[src/rtl/lcd_timing_pip.sv]
// LCD raster timing generator with double-buffered picture-in-picture windows.
// Three-stage pipeline: window request, pixel fetch, priority composite onto the pins.
module lcd_timing_pip #(
    parameter int H_SYNC  = 2,
    parameter int H_BACK  = 44,
    parameter int H_DISP  = 800,
    parameter int H_FRONT = 210,
    parameter int V_SYNC  = 2,
    parameter int V_BACK  = 22,
    parameter int V_DISP  = 480,
    parameter int V_FRONT = 22,
    parameter int NUM_WIN = 2,
    parameter int CW      = 11,
    parameter int DW      = 24,
    parameter bit HS_POL  = 1'b0,
    parameter bit VS_POL  = 1'b0,
    parameter logic [DW-1:0] BG_COLOR = {DW{1'b0}}
) (
    input  logic                  clk,
    input  logic                  rst_n,
    input  logic                  cfg_we,
    input  logic [2:0]            cfg_win,
    input  logic [CW-1:0]         cfg_x,
    input  logic [CW-1:0]         cfg_y,
    input  logic [CW-1:0]         cfg_w,
    input  logic [CW-1:0]         cfg_h,
    input  logic                  cfg_en,
    output logic [NUM_WIN-1:0]    win_req,
    output logic [NUM_WIN*CW-1:0] win_x,
    output logic [NUM_WIN*CW-1:0] win_y,
    input  logic [NUM_WIN*DW-1:0] pix_in,
    output logic                  lcd_clk,
    output logic                  lcd_de,
    output logic                  lcd_blank_n,
    output logic                  lcd_hsync,
    output logic                  lcd_vsync,
    output logic [DW-1:0]         lcd_rgb,
    output logic                  frame_start
);

    localparam int H_TOTAL = H_SYNC + H_BACK + H_DISP + H_FRONT;
    localparam int V_TOTAL = V_SYNC + V_BACK + V_DISP + V_FRONT;
    localparam int H_ACT0  = H_SYNC + H_BACK;
    localparam int V_ACT0  = V_SYNC + V_BACK;

    logic [CW-1:0]         h_r, v_r;
    logic [CW-1:0]         pend_x_r [NUM_WIN];
    logic [CW-1:0]         pend_y_r [NUM_WIN];
    logic [CW-1:0]         pend_w_r [NUM_WIN];
    logic [CW-1:0]         pend_h_r [NUM_WIN];
    logic [NUM_WIN-1:0]    pend_en_r;
    logic [CW-1:0]         act_x_r  [NUM_WIN];
    logic [CW-1:0]         act_y_r  [NUM_WIN];
    logic [CW-1:0]         act_w_r  [NUM_WIN];
    logic [CW-1:0]         act_h_r  [NUM_WIN];
    logic [NUM_WIN-1:0]    act_en_r;

    logic                  hs_s, vs_s, de_s, fs_s, last_s;
    logic [CW-1:0]         ha_s, va_s;
    logic [NUM_WIN-1:0]    hit_s, wsel_s;
    logic [NUM_WIN*CW-1:0] lx_s, ly_s;
    logic [DW-1:0]         rgb_s;

    logic [NUM_WIN-1:0]    win_req_r, req2_r;
    logic [NUM_WIN*CW-1:0] win_x_r, win_y_r;
    logic                  hs1_r, vs1_r, de1_r, fs1_r;
    logic                  hs2_r, vs2_r, de2_r, fs2_r;
    logic                  lcd_de_r, lcd_hsync_r, lcd_vsync_r, frame_start_r;
    logic [DW-1:0]         lcd_rgb_r;

    // Highest-index requesting window wins; otherwise background inside the active area.
    function automatic logic [DW-1:0] pick_pixel(input logic [NUM_WIN-1:0] req,
                                                 input logic [NUM_WIN*DW-1:0] pix,
                                                 input logic de);
        logic [DW-1:0] px;
        px = de ? BG_COLOR : {DW{1'b0}};
        for (int i = 0; i < NUM_WIN; i++) begin
            if (req[i]) begin
                px = pix[i*DW +: DW];
            end
        end
        return px;
    endfunction

    // Raster counters: h wraps at H_TOTAL, v advances on each h wrap.
    always_ff @(posedge clk or negedge rst_n) begin
        if (!rst_n) begin
            h_r <= {CW{1'b0}};
            v_r <= {CW{1'b0}};
        end else if (h_r == CW'(H_TOTAL - 1)) begin
            h_r <= {CW{1'b0}};
            v_r <= (v_r == CW'(V_TOTAL - 1)) ? {CW{1'b0}} : v_r + CW'(1);
        end else begin
            h_r <= h_r + CW'(1);
        end
    end

    // Raw timing and window hit test at the current counter position.
    always_comb begin
        hs_s   = (h_r < CW'(H_SYNC));
        vs_s   = (v_r < CW'(V_SYNC));
        de_s   = (h_r >= CW'(H_ACT0)) && (h_r < CW'(H_ACT0 + H_DISP)) &&
                 (v_r >= CW'(V_ACT0)) && (v_r < CW'(V_ACT0 + V_DISP));
        fs_s   = (h_r == {CW{1'b0}}) && (v_r == {CW{1'b0}});
        last_s = (h_r == CW'(H_TOTAL - 1)) && (v_r == CW'(V_TOTAL - 1));
        ha_s   = h_r - CW'(H_ACT0);
        va_s   = v_r - CW'(V_ACT0);
        hit_s  = {NUM_WIN{1'b0}};
        wsel_s = {NUM_WIN{1'b0}};
        lx_s   = {(NUM_WIN*CW){1'b0}};
        ly_s   = {(NUM_WIN*CW){1'b0}};
        for (int i = 0; i < NUM_WIN; i++) begin
            // Extra top bit keeps x+w from wrapping near the coordinate limit.
            hit_s[i] = act_en_r[i] && de_s &&
                       ({1'b0, ha_s} >= {1'b0, act_x_r[i]}) &&
                       ({1'b0, ha_s} <  ({1'b0, act_x_r[i]} + {1'b0, act_w_r[i]})) &&
                       ({1'b0, va_s} >= {1'b0, act_y_r[i]}) &&
                       ({1'b0, va_s} <  ({1'b0, act_y_r[i]} + {1'b0, act_h_r[i]}));
            lx_s[i*CW +: CW] = ha_s - act_x_r[i];
            ly_s[i*CW +: CW] = va_s - act_y_r[i];
            wsel_s[i] = cfg_we && (cfg_win == 3'(i));
        end
    end

    // Geometry shadow registers; pending becomes active only on the last cycle of a frame.
    always_ff @(posedge clk or negedge rst_n) begin
        if (!rst_n) begin
            for (int i = 0; i < NUM_WIN; i++) begin
                pend_x_r[i] <= {CW{1'b0}};
                pend_y_r[i] <= {CW{1'b0}};
                act_x_r[i]  <= {CW{1'b0}};
                act_y_r[i]  <= {CW{1'b0}};
                pend_w_r[i] <= (i == 0) ? CW'(H_DISP) : {CW{1'b0}};
                pend_h_r[i] <= (i == 0) ? CW'(V_DISP) : {CW{1'b0}};
                act_w_r[i]  <= (i == 0) ? CW'(H_DISP) : {CW{1'b0}};
                act_h_r[i]  <= (i == 0) ? CW'(V_DISP) : {CW{1'b0}};
                pend_en_r[i] <= (i == 0);
                act_en_r[i]  <= (i == 0);
            end
        end else begin
            for (int i = 0; i < NUM_WIN; i++) begin
                if (wsel_s[i]) begin
                    pend_x_r[i]  <= cfg_x;
                    pend_y_r[i]  <= cfg_y;
                    pend_w_r[i]  <= cfg_w;
                    pend_h_r[i]  <= cfg_h;
                    pend_en_r[i] <= cfg_en;
                end
                if (last_s) begin
                    act_x_r[i]  <= wsel_s[i] ? cfg_x  : pend_x_r[i];
                    act_y_r[i]  <= wsel_s[i] ? cfg_y  : pend_y_r[i];
                    act_w_r[i]  <= wsel_s[i] ? cfg_w  : pend_w_r[i];
                    act_h_r[i]  <= wsel_s[i] ? cfg_h  : pend_h_r[i];
                    act_en_r[i] <= wsel_s[i] ? cfg_en : pend_en_r[i];
                end
            end
        end
    end

    // Stage 1: window requests with local coordinates, timing delayed alongside.
    always_ff @(posedge clk or negedge rst_n) begin
        if (!rst_n) begin
            win_req_r <= {NUM_WIN{1'b0}};
            win_x_r   <= {(NUM_WIN*CW){1'b0}};
            win_y_r   <= {(NUM_WIN*CW){1'b0}};
            hs1_r     <= 1'b0;
            vs1_r     <= 1'b0;
            de1_r     <= 1'b0;
            fs1_r     <= 1'b0;
        end else begin
            win_req_r <= hit_s;
            for (int i = 0; i < NUM_WIN; i++) begin
                win_x_r[i*CW +: CW] <= hit_s[i] ? lx_s[i*CW +: CW] : {CW{1'b0}};
                win_y_r[i*CW +: CW] <= hit_s[i] ? ly_s[i*CW +: CW] : {CW{1'b0}};
            end
            hs1_r <= hs_s;
            vs1_r <= vs_s;
            de1_r <= de_s;
            fs1_r <= fs_s;
        end
    end

    // Stage 2: hold requests while the readers return pixel data.
    always_ff @(posedge clk or negedge rst_n) begin
        if (!rst_n) begin
            req2_r <= {NUM_WIN{1'b0}};
            hs2_r  <= 1'b0;
            vs2_r  <= 1'b0;
            de2_r  <= 1'b0;
            fs2_r  <= 1'b0;
        end else begin
            req2_r <= win_req_r;
            hs2_r  <= hs1_r;
            vs2_r  <= vs1_r;
            de2_r  <= de1_r;
            fs2_r  <= fs1_r;
        end
    end

    // Priority composite of the returned pixels.
    always_comb begin
        rgb_s = pick_pixel(req2_r, pix_in, de2_r);
    end

    // Stage 3: registered LCD pins.
    always_ff @(posedge clk or negedge rst_n) begin
        if (!rst_n) begin
            lcd_de_r      <= 1'b0;
            lcd_hsync_r   <= ~HS_POL;
            lcd_vsync_r   <= ~VS_POL;
            lcd_rgb_r     <= {DW{1'b0}};
            frame_start_r <= 1'b0;
        end else begin
            lcd_de_r      <= de2_r;
            lcd_hsync_r   <= hs2_r ? HS_POL : ~HS_POL;
            lcd_vsync_r   <= vs2_r ? VS_POL : ~VS_POL;
            lcd_rgb_r     <= rgb_s;
            frame_start_r <= fs2_r;
        end
    end

    assign win_req     = win_req_r;
    assign win_x       = win_x_r;
    assign win_y       = win_y_r;
    assign lcd_clk     = clk;
    assign lcd_de      = lcd_de_r;
    assign lcd_blank_n = lcd_de_r;
    assign lcd_hsync   = lcd_hsync_r;
    assign lcd_vsync   = lcd_vsync_r;
    assign lcd_rgb     = lcd_rgb_r;
    assign frame_start = frame_start_r;

endmodule

[config.mk]
export PLATFORM = sky130hd
export DESIGN_NAME = lcd_timing_pip
export DESIGN_NICKNAME = d
export VERILOG_FILES = /design/src/rtl/lcd_timing_pip.sv
export SDC_FILE = /design/constraint.sdc
export NUM_CORES = 1
export LEC_CHECK = 0
export ABC_AREA = 1
export BUFFER_PORTS_ARGS = -buffer_cell sky130_fd_sc_hd__buf_2
export CORE_MARGIN = 1.5
export CORE_UTILIZATION = 40
export DETAILED_ROUTE_END_ITERATION = 6
export PLACE_DENSITY_LB_ADDON = 0.05
export SETUP_SLACK_MARGIN = 0.5
export SYNTH_ARGS = -nofsm -noshare
export SYNTH_HDL_FRONTEND = slang
export SYNTH_SLANG_ARGS = --single-unit
[constraint.sdc]
create_clock -name clk -period 7.72 [get_ports clk]
set_input_delay 0.386 -clock clk [delete_from_list [all_inputs] [get_ports clk]]
set_output_delay 0.386 -clock clk [all_outputs]
set_load 0.01 [all_outputs]
# Word-level counts from Yosys, hierarchy flattened

Index checks and enable logic that the tools add are counted.

Flip-flop bits (word level): 286
Output and inout bits: 76

Add/subtract/negate cells: 12
Magnitude comparators: 14
Eq/ne operators: 3
Muxes and demuxes: 20
Reduce and logical (&&, ||, !) cells: 20

Operator list:

| kind                  | count |
|---|---|
| $mux 11               | 14 |
| $add 11x11->12        | 4 |
| $lt 11x12->1          | 4 |
| $mux 24               | 2 |
| $ge 11x11->1          | 4 |
| $sub 11x11->11        | 4 |
| $add 11x1->11 const B | 2 |
| $logic_not 11->1      | 2 |
| $lt 11x2->1 const B   | 2 |
| $logic_and 1x1->1     | 17 |
| $eq 11x10->1 const B  | 1 |
| $eq 11x11->1 const B  | 1 |
| $ge 11x5->1 const B   | 1 |
| $ge 11x6->1 const B   | 1 |
| $lt 11x10->1 const B  | 1 |
| $lt 11x9->1 const B   | 1 |
| $sub 11x5->11 const B | 1 |
| $sub 11x6->11 const B | 1 |
| $mux 1                | 4 |
| $eq 3x1->1 const B    | 1 |
| $logic_not 3->1       | 1 |

# Longest topological paths before layout

Gate-level depths: netlist (run 1).

Depth in word-level cells: 10
Mapped depth: 16

==> results of run 1 <==
## worst max-delay path, cell delays in order
cell and delay [ns]:
clkbuf_16 0.12, clkbuf_16 0.13, buf_2 0.13
## per-stage QoR
| stage | cells | worst slack [ns] | instance area, um^2 | hold WS, ns | power [W] |
|---|---|---|---|---|---|
| after global routing | 2593 | 2.83 | 19000 | 0.0376 | 0.00377 |
| after CTS | 2593 | 3.10 | 19000 | 0.00200 | 0.00366 |
| after global placement | 2475 | 3.36 | 17300 | 0.334 | 0.00193 |
| final | 2593 | 3.10 | 19000 | 0.0292 | 0.00360 |
| after detailed placement | 2475 | 3.31 | 17300 | 0.336 | 0.00193 |
| after floorplan | 1826 | 3.35 | 15900 | 0.0904 | 0.00181 |
## timing repair
action / 4_1_cts / 5_1_grt
hold endpoints to repair: 128 / 0
setup endpoints to repair: 0 / 0
hold buffers: 53 / 0
## cell usage in the layout (no fill, tap or decap), types with 2 or more instances in the layout
cell type	instances
clkinv_2	3
clkbuf_16	39
clkbuf_1	11
a21o_1	6
nand4_1	23
xnor2_1	23
o21bai_1	3
dfstp_2	18
mux2_2	39
dfrtp_1	268
nand2_1	356
nand2_2	5
o211ai_1	6
a31oi_1	11
buf_2	173
fa_1	8
inv_1	224
nor2_2	2
mux2_1	5
nor3_1	67
mux2_4	2
o31ai_1	4
ha_1	137
o21a_1	4
nor4_1	2
clkinv_4	2
nor2_1	144
nand3_1	78
xor2_1	59
a21oi_1	136
buf_4	8
clkbuf_8	7
dlygate4sd3_1	53
o21ai_0	132
## power by group
| group | switching, W | internal [W] | leakage [nW] | total [W] |
|---|---|---|---|---|
| clock | 0.000664 | 0.00103 | 0.593 | 0.00170 |
| sequential | 0.0000293 | 0.00160 | 3.78 | 0.00163 |
| combinational | 0.000172 | 0.000102 | 5.75 | 0.000274 |
## sequential cells by signal, indices dropped and copies added (netlist names), 22 cells and up
register / flops
lcd_rgb: 24
win_y: 22
pend_w_r: 22
act_y_r: 22
act_x_r: 22
act_w_r: 22
act_h_r: 22
pend_y_r: 22
pend_x_r: 22
pend_h_r: 22
win_x: 22
## final cells by class
cell class / instances / area [um^2]
Multi-Input combinational cell: 1263 / 7620
Fill cell: 3829 / 19900
Sequential cell: 286 / 7180
Clock buffer: 58 / 1120
Clock inverter: 8 / 87.6
Inverter: 225 / 845
Tap cell: 518 / 648
Timing Repair Buffer: 235 / 1490
## cells by family after synthesis
kind of cell               after synthesis  share of synthesized area
DFF                                    286                      0.453
AOI/OAI and AO/OA                      306                      0.102
muxes                                   46                     0.0331
and+or+nand+nor                        684                      0.181
xor gates and xnor gates                82                     0.0453
adders and majority gates              145                      0.118
buffers and inverters                  277                     0.0675
## worst max path at each step
stage,slack (ns),endpoint,startpoint
floorplan,3.35,lcd_clk,clk
global placement,3.36,lcd_clk,clk
detailed placement,3.31,win_x[15]$_DFF_PN0_,h_r[1]$_DFF_PN0_
CTS,3.10,lcd_clk,clk
global route,2.83,win_y[18]$_DFF_PN0_,h_r[1]$_DFF_PN0_
finish,3.10,lcd_clk,clk
## routing by layer
layer  up-vias  global-route usage  share of wire
met2       325               0.330           0.42
met5         -                   0              0
li1       6476                   -              -
met1      6071               0.338           0.52
met4         0              0.0493          0.016
met3        41              0.0381          0.045
## cells in the mapped netlist, drive strengths merged, types with 4 or more instances
| library cell | instances | area share |
|---|---|---|
| o31ai | 4 | 0.0019 |
| nand4 | 23 | 0.0091 |
| buf | 10 | 0.0043 |
| o211ai | 6 | 0.0028 |
| a21o | 6 | 0.0028 |
| a21oi | 136 | 0.043 |
| xnor2 | 23 | 0.013 |
| o21ai | 132 | 0.042 |
| o21a | 4 | 0.0019 |
| inv | 225 | 0.053 |
| nand3 | 79 | 0.025 |
| dfstp | 18 | 0.030 |
| nand2 | 361 | 0.086 |
| nor3 | 67 | 0.021 |
| nor2 | 147 | 0.036 |
| nor4 | 4 | 0.0029 |
| dfrtp | 268 | 0.42 |
| clkbuf | 42 | 0.0099 |
| ha | 137 | 0.11 |
| fa | 8 | 0.010 |
| mux2 | 46 | 0.033 |
| xor2 | 59 | 0.033 |
| a31oi | 11 | 0.0043 |
==> out/metrics.cfg, run 1 <==
[outcome]
status = complete, no violations

[placement]
post-dp-hpwl_um = 33000
io_buffer_count = 174
routabilityCongestion = 0.895

[global_route]
grt_start_max_net_pins = 111
track_usage = 0.223
overflow = 0
number_of_global_route_vias_before_repair = 12583
wire_length_of_the_first_global_routing_pass_um = 70800
grt_antenna_before_repair = 0

[pwr]
power.static_leakage_nw = 10.1
ir_worst_vdd_v = 0.000156
power.density_cell_area_mw_per_mm2 = 190

[floorplan]
die_ht_um = 202
core_area_mm2 = 0.0389
die_boundary_width_um = 202
effective_utilization_at_floorplan = 0.407
core.rowCount = 72
dieArea_mm2 = 0.0408
pin_count = 175

[finish]
utilization = 0.488
antenna_cells_inserted = 0
area_growth_syn_to_layout_pct = 19.7
drive_above_1_share = 0.149
design.final.nets = 2294

[setup_path]
critPathMaxFanout = 2
crit-reg2reg-launch = h_r[1]$_DFF_PN0_
critPathArrivalTime_ns = 4.23
worst_r2r_path_depth = 14
ff2ff_setup_slack_ns = 3.36
crit_path_start_kind = clock port
critPathRequiredTime_ns = 7.33
worstReg2RegEnd = win_y[12]$_DFF_PN0_
path_class = clock port to output pin
cp-end-kind = output pin

[clocking]
cts-resized-gates = 0
cts_tree = yes
clock_latency_of_the_later_clocked_register_in_the_worst_skew_pair_ns = 0.66
clkSlewWorstSetupHoldPaths_ns = 0.06
cts_post_setup_buffers_inserted = 0

[synth]
async_flop_share = 1.00
synth_sequential_area_ratio = 0.453
yosys_warnings = 0
syn_area_per_cell_um2 = 8.68
ys_seq_elements = 286
dominantRegCellSynth = dfrtp_1
synth_edf_count = 0
syn_area_mm2 = 0.0159
synth_cell_types = 41
synth_nets = 2070
syn_inst = 1826

[hold_path]
start_point_of_the_worst_min_delay_path = cfg_h[0]
number_of_cells_traversed_by_the_worst_hold_path = 3
whs_endpoint = pend_h_r[0]$_DFF_PN0_
min_path_type = input port to flip-flop

[routing]
detailroute.via_count = 12913
drt_pass1_iterations = 5
route.antenna.remaining_nets = 0
detail_route.iter0.violations = 755
totalWireLength_um = 44500
post_drt_wl_per_cell_um = 17.2
via_per_inst = 4.98
drt_drc_violations_left = 0

[timing]
timing.setup.tns_ns = 0
finalSetupViolations = 0
maxSlewHeadroom = 0.297
final-hold-violation-count = 0
worstMarginPinSlew_ns = 1.05
unrepaired_setup_endpoints_after_global_routing = no
drv_slew = 0
worst_clock_skew_ns = 0.0197

[run]
drv.max_cap_violation_count = 0

(Power assumes the default switching activity.)
==> run 2, diff against run 1 <==
--- a/config.mk
+++ b/config.mk
@@ -5,7 +5,7 @@
 export SDC_FILE = /design/constraint.sdc
 export NUM_CORES = 1
 export LEC_CHECK = 0
-export ABC_AREA = 1
+export ABC_AREA = 0
 export BUFFER_PORTS_ARGS = -buffer_cell sky130_fd_sc_hd__buf_2
 export CORE_MARGIN = 1.5
 export CORE_UTILIZATION = 40
==> constraint.sdc (replaced) <==
create_clock -name clk -period 4.36 [get_ports clk]
set_input_delay 0.218 -clock clk [delete_from_list [all_inputs] [get_ports clk]]
set_output_delay 0.218 -clock clk [all_outputs]
set_load 0.01 [all_outputs]
==> run 2 against run 1 <==
  * Clock power grew 91%
  * Sequential cell count is the same
  * Design area grew 4.3%
  * Combinational power grew 110%
  * Sequential share of layout area shrank 1.6 points
  * Cell count shrank 16%
  * Routed wire length shrank 7.4%
  * Via count shrank 13%
  * Total power grew 88%
  * Clock skew grew 0.0018 ns
  * Register-to-register slack lost 3.0 ns
==> out/metrics.cfg, run 2 <==
[outcome]
status = complete, no violations

[timing]
worstMarginPinSlew_ns = 0.869
worst_clock_skew_ns = 0.0215
worst_slack_ns = 0.326
maxClockFrequency_mhz = 248
finalSetupViolations = 0
maxSlewHeadroom = 0.421
timing.setup.tns_ns = 0
period_share = 0.925
drv_slew = 0
post-route-min-period_ns = 4.03
final-hold-violation-count = 0
unrepaired_setup_endpoints_after_global_routing = yes

[global_route]
wire_length_of_the_first_global_routing_pass_um = 63500
overflow = 0
number_of_global_route_vias_before_repair = 11237
grt_start_max_net_pins = 113
grt_antenna_before_repair = 0
track_usage = 0.211

[synth]
dominantRegCellSynth = dfrtp_1
syn_inst = 1343
syn_area_per_cell_um2 = 11.4
synth.area.top_cells = dfrtp_1 44%, mux2_2 13%, ha_1 11%, dfstp_2 3.1%, a21oi_1 2.4%
synth_sequential_area_ratio = 0.469
most_repeated_cell_in_the_gate_level_netlist_after_synthesis = dfrtp_1
ys_seq_elements = 286
synth.cells.most_frequent = 268 x dfrtp_1, 180 x mux2_2, 137 x ha_1, 88 x inv_1, 75 x nor2_1
synth_nets = 1587
synth_edf_count = 0
yosys_warnings = 0
syn_area_mm2 = 0.0153
async_flop_share = 1.00
synth_cell_types = 65
synthDominantAreaCellType = dfrtp_1
synth.top_cell.area_share = 0.438

[floorplan]
die_ht_um = 199
die_boundary_width_um = 199
pin_count = 175
effective_utilization_at_floorplan = 0.406
dieArea_mm2 = 0.0394
core.rowCount = 71
core_area_mm2 = 0.0377

[setup_path]
worst_path_max_delay_cell = or4_4
path_buf_inv = 1
crit_path_start_kind = flip-flop
critPathArrivalTime_ns = 4.62
path_class = flip-flop to flip-flop
path_cells = ha_2 > fa_2 > a21o_1 > a21oi_2 > o21bai_1 > a2111o_1 > a31o_2 > a21oi_2 > xor2_1 > ha_2 > a2111oi_4 > o21ai_1 > a21oi_1 > a311oi_2 > or4_4 > clkbuf_16 > nor3_2
cpLargestDelayFamily = compound AO/OA/AOI/OAI gates
cp-end-kind = flip-flop
critPathMaxFanout = 6
critPathRequiredTime_ns = 4.94
critical-path-max-stage-delay_ns = 0.53

[placement]
dpl_worst_slack_ns = -0.125
routabilityCongestion = 0.833
post-dp-hpwl_um = 29500
io_buffer_count = 174

[finish]
most_common_cell_after_layout_fill_and_taps_aside = dfrtp_1
flip_flop_count_of_the_largest_register_after_layout = 24
area_growth_syn_to_layout_pct = 29.5
design.final.nets = 1897
drive_above_1_share = 0.330
utilization = 0.526
antenna_cells_inserted = 0
mostFrequentLayoutCells = 267 x dfrtp_1, 180 x mux2_2, 173 x buf_2, 131 x ha_1, 94 x dlygate4sd3_1

[routing]
detail_route.iter0.violations = 462
via_per_inst = 5.15
drt_pass1_iterations = 5
drt_drc_violations_left = 0
post_drt_wl_per_cell_um = 18.8
route.antenna.remaining_nets = 0
totalWireLength_um = 41200
detailroute.via_count = 11284

[clocking]
clock_latency_of_the_later_clocked_register_in_the_worst_skew_pair_ns = 0.66
cts_tree = yes
clkSlewWorstSetupHoldPaths_ns = 0.06

[pwr]
power.density_cell_area_mw_per_mm2 = 341
power.static_leakage_nw = 9.63
ir_worst_vdd_v = 0.000352

[hold_path]
min_path_type = input port to async pin

[run]
drv.max_cap_violation_count = 0

[run 2: changes by cell type after synthesis, moves of 33 or more]
cell     delta
a21oi_1    -64
inv_1     -136
mux2_2    +141
nand2_1   -315
nand3_1    -62
nor2_1     -69
nor3_1     -33
o21ai_0    -75
[run 2: per-layer routing]
metal	up-vias	wire length [um]	GRT usage
met5	-	0	0
met4	0	730	0.0671
met3	46	1880	0.0332
met2	231	17500	0.310
met1	5580	21100	0.317
li1	5427	-	-
[run 2: where the power goes]
part	internal (W)	switching, W
Sequential	0.00286	0.0000573
Clock	0.00206	0.00119
Combinational	0.000300	0.000286
Total	0.00523	0.00153
[run 2: what timing repair did]
action | CTS | global route
pin swaps | 11 | 35
setup endpoints to repair | 46 | 46
hold buffers | 94 | 0
cloned | 0 | 3
resized for setup | 18 | 83
endpoints found under the hold margin | 301 | 0
setup buffers | 8 | 8
[run 2: area by class of cell]
type | instances | area (um^2)
inverter | 88 | 335
clock buffer | 57 | 1150
timing repair buffer | 314 | 2300
multi-input combinational | 923 | 8020
tap | 511 | 639
fill | 3416 | 17900
clock inverter | 12 | 181
sequential | 286 | 7180
[run 2: kinds of logic after synthesis]
kind of cell             after synthesis  synth area share
multiplexers                         184             0.135
AND/OR/NAND/NOR                      270            0.0903
XOR/XNOR                              78            0.0446
flip-flops                           286             0.469
AO/OA/AOI/OAI                        246             0.104
adder cells (fa/ha/maj)              145             0.122
buffers and inverters                134            0.0347
[run 2: worst paths after layout]
kind,startpoint,endpoint,slack (ns),cells after the start
max in group asynchronous,rst_n,act_y_r[17]$_DFFE_PN0P_,3.09,3
worst min-delay path,rst_n,lcd_blank_n$_DFF_PN0_,0.22,2
worst max register to register,act_w_r[0]$_DFFE_PN0P_,win_x[14]$_DFF_PN0_,0.33,17
worst max-delay path,act_w_r[0]$_DFFE_PN0P_,win_x[14]$_DFF_PN0_,0.33,17
worst min register to register,vs1_r$_DFF_PN0_,vs2_r$_DFF_PN0_,0.35,0
min in group clk,pix_in[43],lcd_rgb[19]$_DFF_PN0_,0.33,3
[run 2: worst reg2reg max path: stages, from the launching register on]
cell	delay, ns
dfrtp_1	0.39
ha_2	0.21
fa_2	0.36
a21o_1	0.19
a21oi_2	0.16
o21bai_1	0.10
a2111o_1	0.38
a31o_2	0.21
a21oi_2	0.12
xor2_1	0.08
ha_2	0.20
a2111oi_4	0.31
o21ai_1	0.11
a21oi_1	0.17
a311oi_2	0.08
or4_4	0.53
clkbuf_16	0.22
nor3_2	0.15
[run 2: metrics by stage]
step	power (W)	hold WS (ns)	cell area (um^2)	cells
after CTS	0.00686	0.238	19400	2180
after global routing	0.00706	0.299	19800	2191
after detailed placement	0.00351	0.319	16900	2010
after floorplan	0.00329	-0.0776	15300	1343
final	0.00676	0.217	19800	2191
after global placement	0.00350	0.319	16900	2010
==> run 3, diff against run 2 <==
--- a/config.mk
+++ b/config.mk
@@ -7,6 +7,7 @@
 export LEC_CHECK = 0
 export ABC_AREA = 0
 export BUFFER_PORTS_ARGS = -buffer_cell sky130_fd_sc_hd__buf_2
+export CORE_ASPECT_RATIO = 1.4
 export CORE_MARGIN = 1.5
 export CORE_UTILIZATION = 40
 export DETAILED_ROUTE_END_ITERATION = 6
==> run 3 against run 2 <==
  * Non-clock buffer count did not move
  * Worst setup slack worse by 0.036 ns
  * Clock power is 7.7% lower
  * Clock skew grew 0.010 ns
  * Core utilization is 0.45 points lower
  * Largest cell class unchanged
  * Highest routed layer unchanged
==> out/metrics.cfg, run 3 (synthesis results as in run 2) <==
[placement]
post-dp-hpwl_um = 30200
number_of_instances_in_the_placed_design = 1972
io_buffer_count = 174
routabilityCongestion = 0.853
placedInstanceArea_mm2 = 0.0169

[routing]
detail_route.iter0.violations = 415
via_per_inst = 5.18
drt_pass1_iterations = 4
detailroute.via_count = 11111
totalWireLength_um = 42100
route.antenna.remaining_nets = 0
drt_drc_violations_left = 0
post_drt_wl_per_cell_um = 19.6

[global_route]
number_of_global_route_vias_before_repair = 11236
wire_length_of_the_first_global_routing_pass_um = 63600
overflow = 0
grt_antenna_before_repair = 0
track_usage = 0.213
grt_start_max_net_pins = 111

[setup_path]
cp-end-kind = flip-flop
crit_path_start_kind = flip-flop
path_class = flip-flop to flip-flop
critPathMaxFanout = 6
critPathRequiredTime_ns = 4.98
worst_r2r_path_depth = 16
critPathArrivalTime_ns = 4.69

[finish]
most_common_cell_after_layout_fill_and_taps_aside = dfrtp_1
utilization = 0.521
mostFrequentLayoutCells = 267 x dfrtp_1, 180 x mux2_2, 173 x buf_2, 131 x ha_1, 94 x dlygate4sd3_1
finalNonFillerCells = 2144
flip_flop_count_of_the_largest_register_after_layout = 24
final_design_area_no_fill_mm2 = 0.0196
antenna_cells_inserted = 0
total_of_fill_cells_in_the_finished_design = 3354
drive_above_1_share = 0.330
area_growth_syn_to_layout_pct = 28.2
design.final.nets = 1891

[timing]
finalSetupViolations = 0
fin_worst_hold_slack_ns = 0.155
period_share = 0.933
maxClockFrequency_mhz = 246
post-route-min-period_ns = 4.07
drv_slew = 0
maxSlewHeadroom = 0.407
worstMarginPinSlew_ns = 0.890
unrepaired_setup_endpoints_after_global_routing = yes
timing.setup.tns_ns = 0
worst_clock_skew_ns = 0.0318
final-hold-violation-count = 0

[clocking]
cts_tree = yes
clkSlewWorstSetupHoldPaths_ns = 0.07
clock_latency_of_the_later_clocked_register_in_the_worst_skew_pair_ns = 0.70

[floorplan]
pin_count = 175
core_area_mm2 = 0.0376
die_ht_um = 234
effective_utilization_at_floorplan = 0.407
core.rowCount = 84
dieArea_mm2 = 0.0395
die_boundary_width_um = 168

[run]
drv.max_cap_violation_count = 0

[pwr]
power.density_cell_area_mw_per_mm2 = 331
power.static_leakage_nw = 9.58
ir_worst_vdd_v = 0.000393

[outcome]
status = complete, no violations

[hold_path]
min_path_type = input port to async pin

==> run 3: changes by cell type in the layout (fill, tap and decap cells not counted), sizes merged <==
cell / change
clkbuf: -13
clkinv: +3
inv: -1
bufinv: +1
clkinvlp: +1
==> run 3: critical path, cell delays in order (launching register included) <==
cell	delay [ns]
dfrtp_1	0.40
ha_1	0.33
a211oi_2	0.23
nor2_1	0.09
or4_4	0.42
a41o_1	0.28
nor2_2	0.11
xor2_1	0.08
ha_1	0.19
or4_1	0.46
a21oi_1	0.11
o21ai_0	0.09
a21oi_1	0.14
a311oi_1	0.08
or4_4	0.62
buf_12	0.19
nor3_1	0.18
==> run 3: metrics by stage <==
stage / total power, W / setup WS [ns]
2_1_floorplan: 0.00329 / 0.515
3_3_place_gp: 0.00350 / 0.249
3_5_place_dp: 0.00351 / 0.145
4_1_cts: 0.00659 / 0.337
5_1_grt: 0.00678 / 0.0876
6_report: 0.00650 / 0.290
==> run 3: what timing repair did <==
| item | in CTS | in global routing |
|---|---|---|
| resized for setup | 41 | 52 |
| setup buffers | 5 | 9 |
| endpoints found under the setup margin | 46 | 46 |
| gates cloned | 2 | 3 |
| hold endpoints to repair | 307 | 0 |
| pin swaps | 23 | 22 |
| hold buffers | 94 | 0 |
==> run 3: area by class of cell <==
cell class | count | area (um^2) | area share
Multi-Input combinational cell | 923 | 8000 | 0.408
Sequential cell | 286 | 7180 | 0.366
Timing Repair Buffer | 314 | 2320 | 0.118
Clock buffer | 44 | 958 | 0.0488
Tap cell | 473 | 592 | 0.0302
Inverter | 88 | 330 | 0.0168
Clock inverter | 16 | 244 | 0.0124
==> run 3: power breakdown <==
group / total, W / internal, W / switching, W
Clock: 0.00300 / 0.00184 / 0.00115
Combinational: 0.000583 / 0.000299 / 0.000285
Sequential: 0.00292 / 0.00286 / 0.0000569
Total: 0.00650 / 0.00500 / 0.00150
==> run 3: worst paths after layout <==
check	start	endpoint	slack (ns)
max	act_y_r[1]$_DFFE_PN0P_	win_x[13]$_DFF_PN0_	0.29
min	rst_n	pend_w_r[9]$_DFF_PN0_	0.16
max reg2reg	act_y_r[1]$_DFFE_PN0P_	win_x[13]$_DFF_PN0_	0.29
min reg2reg	vs1_r$_DFF_PN0_	vs2_r$_DFF_PN0_	0.35
max in group asynchronous	rst_n	lcd_hsync$_DFF_PN1_	3.16
min in group clk	pix_in[34]	lcd_rgb[10]$_DFF_PN0_	0.29
==> run 3: routing by layer <==
layer	up-vias	GRT usage	share of wire
met1	5414	0.234	0.39
met3	65	0.0235	0.030
met5	-	0	0
met2	218	0.410	0.54
li1	5414	-	-
met4	0	0.0977	0.041
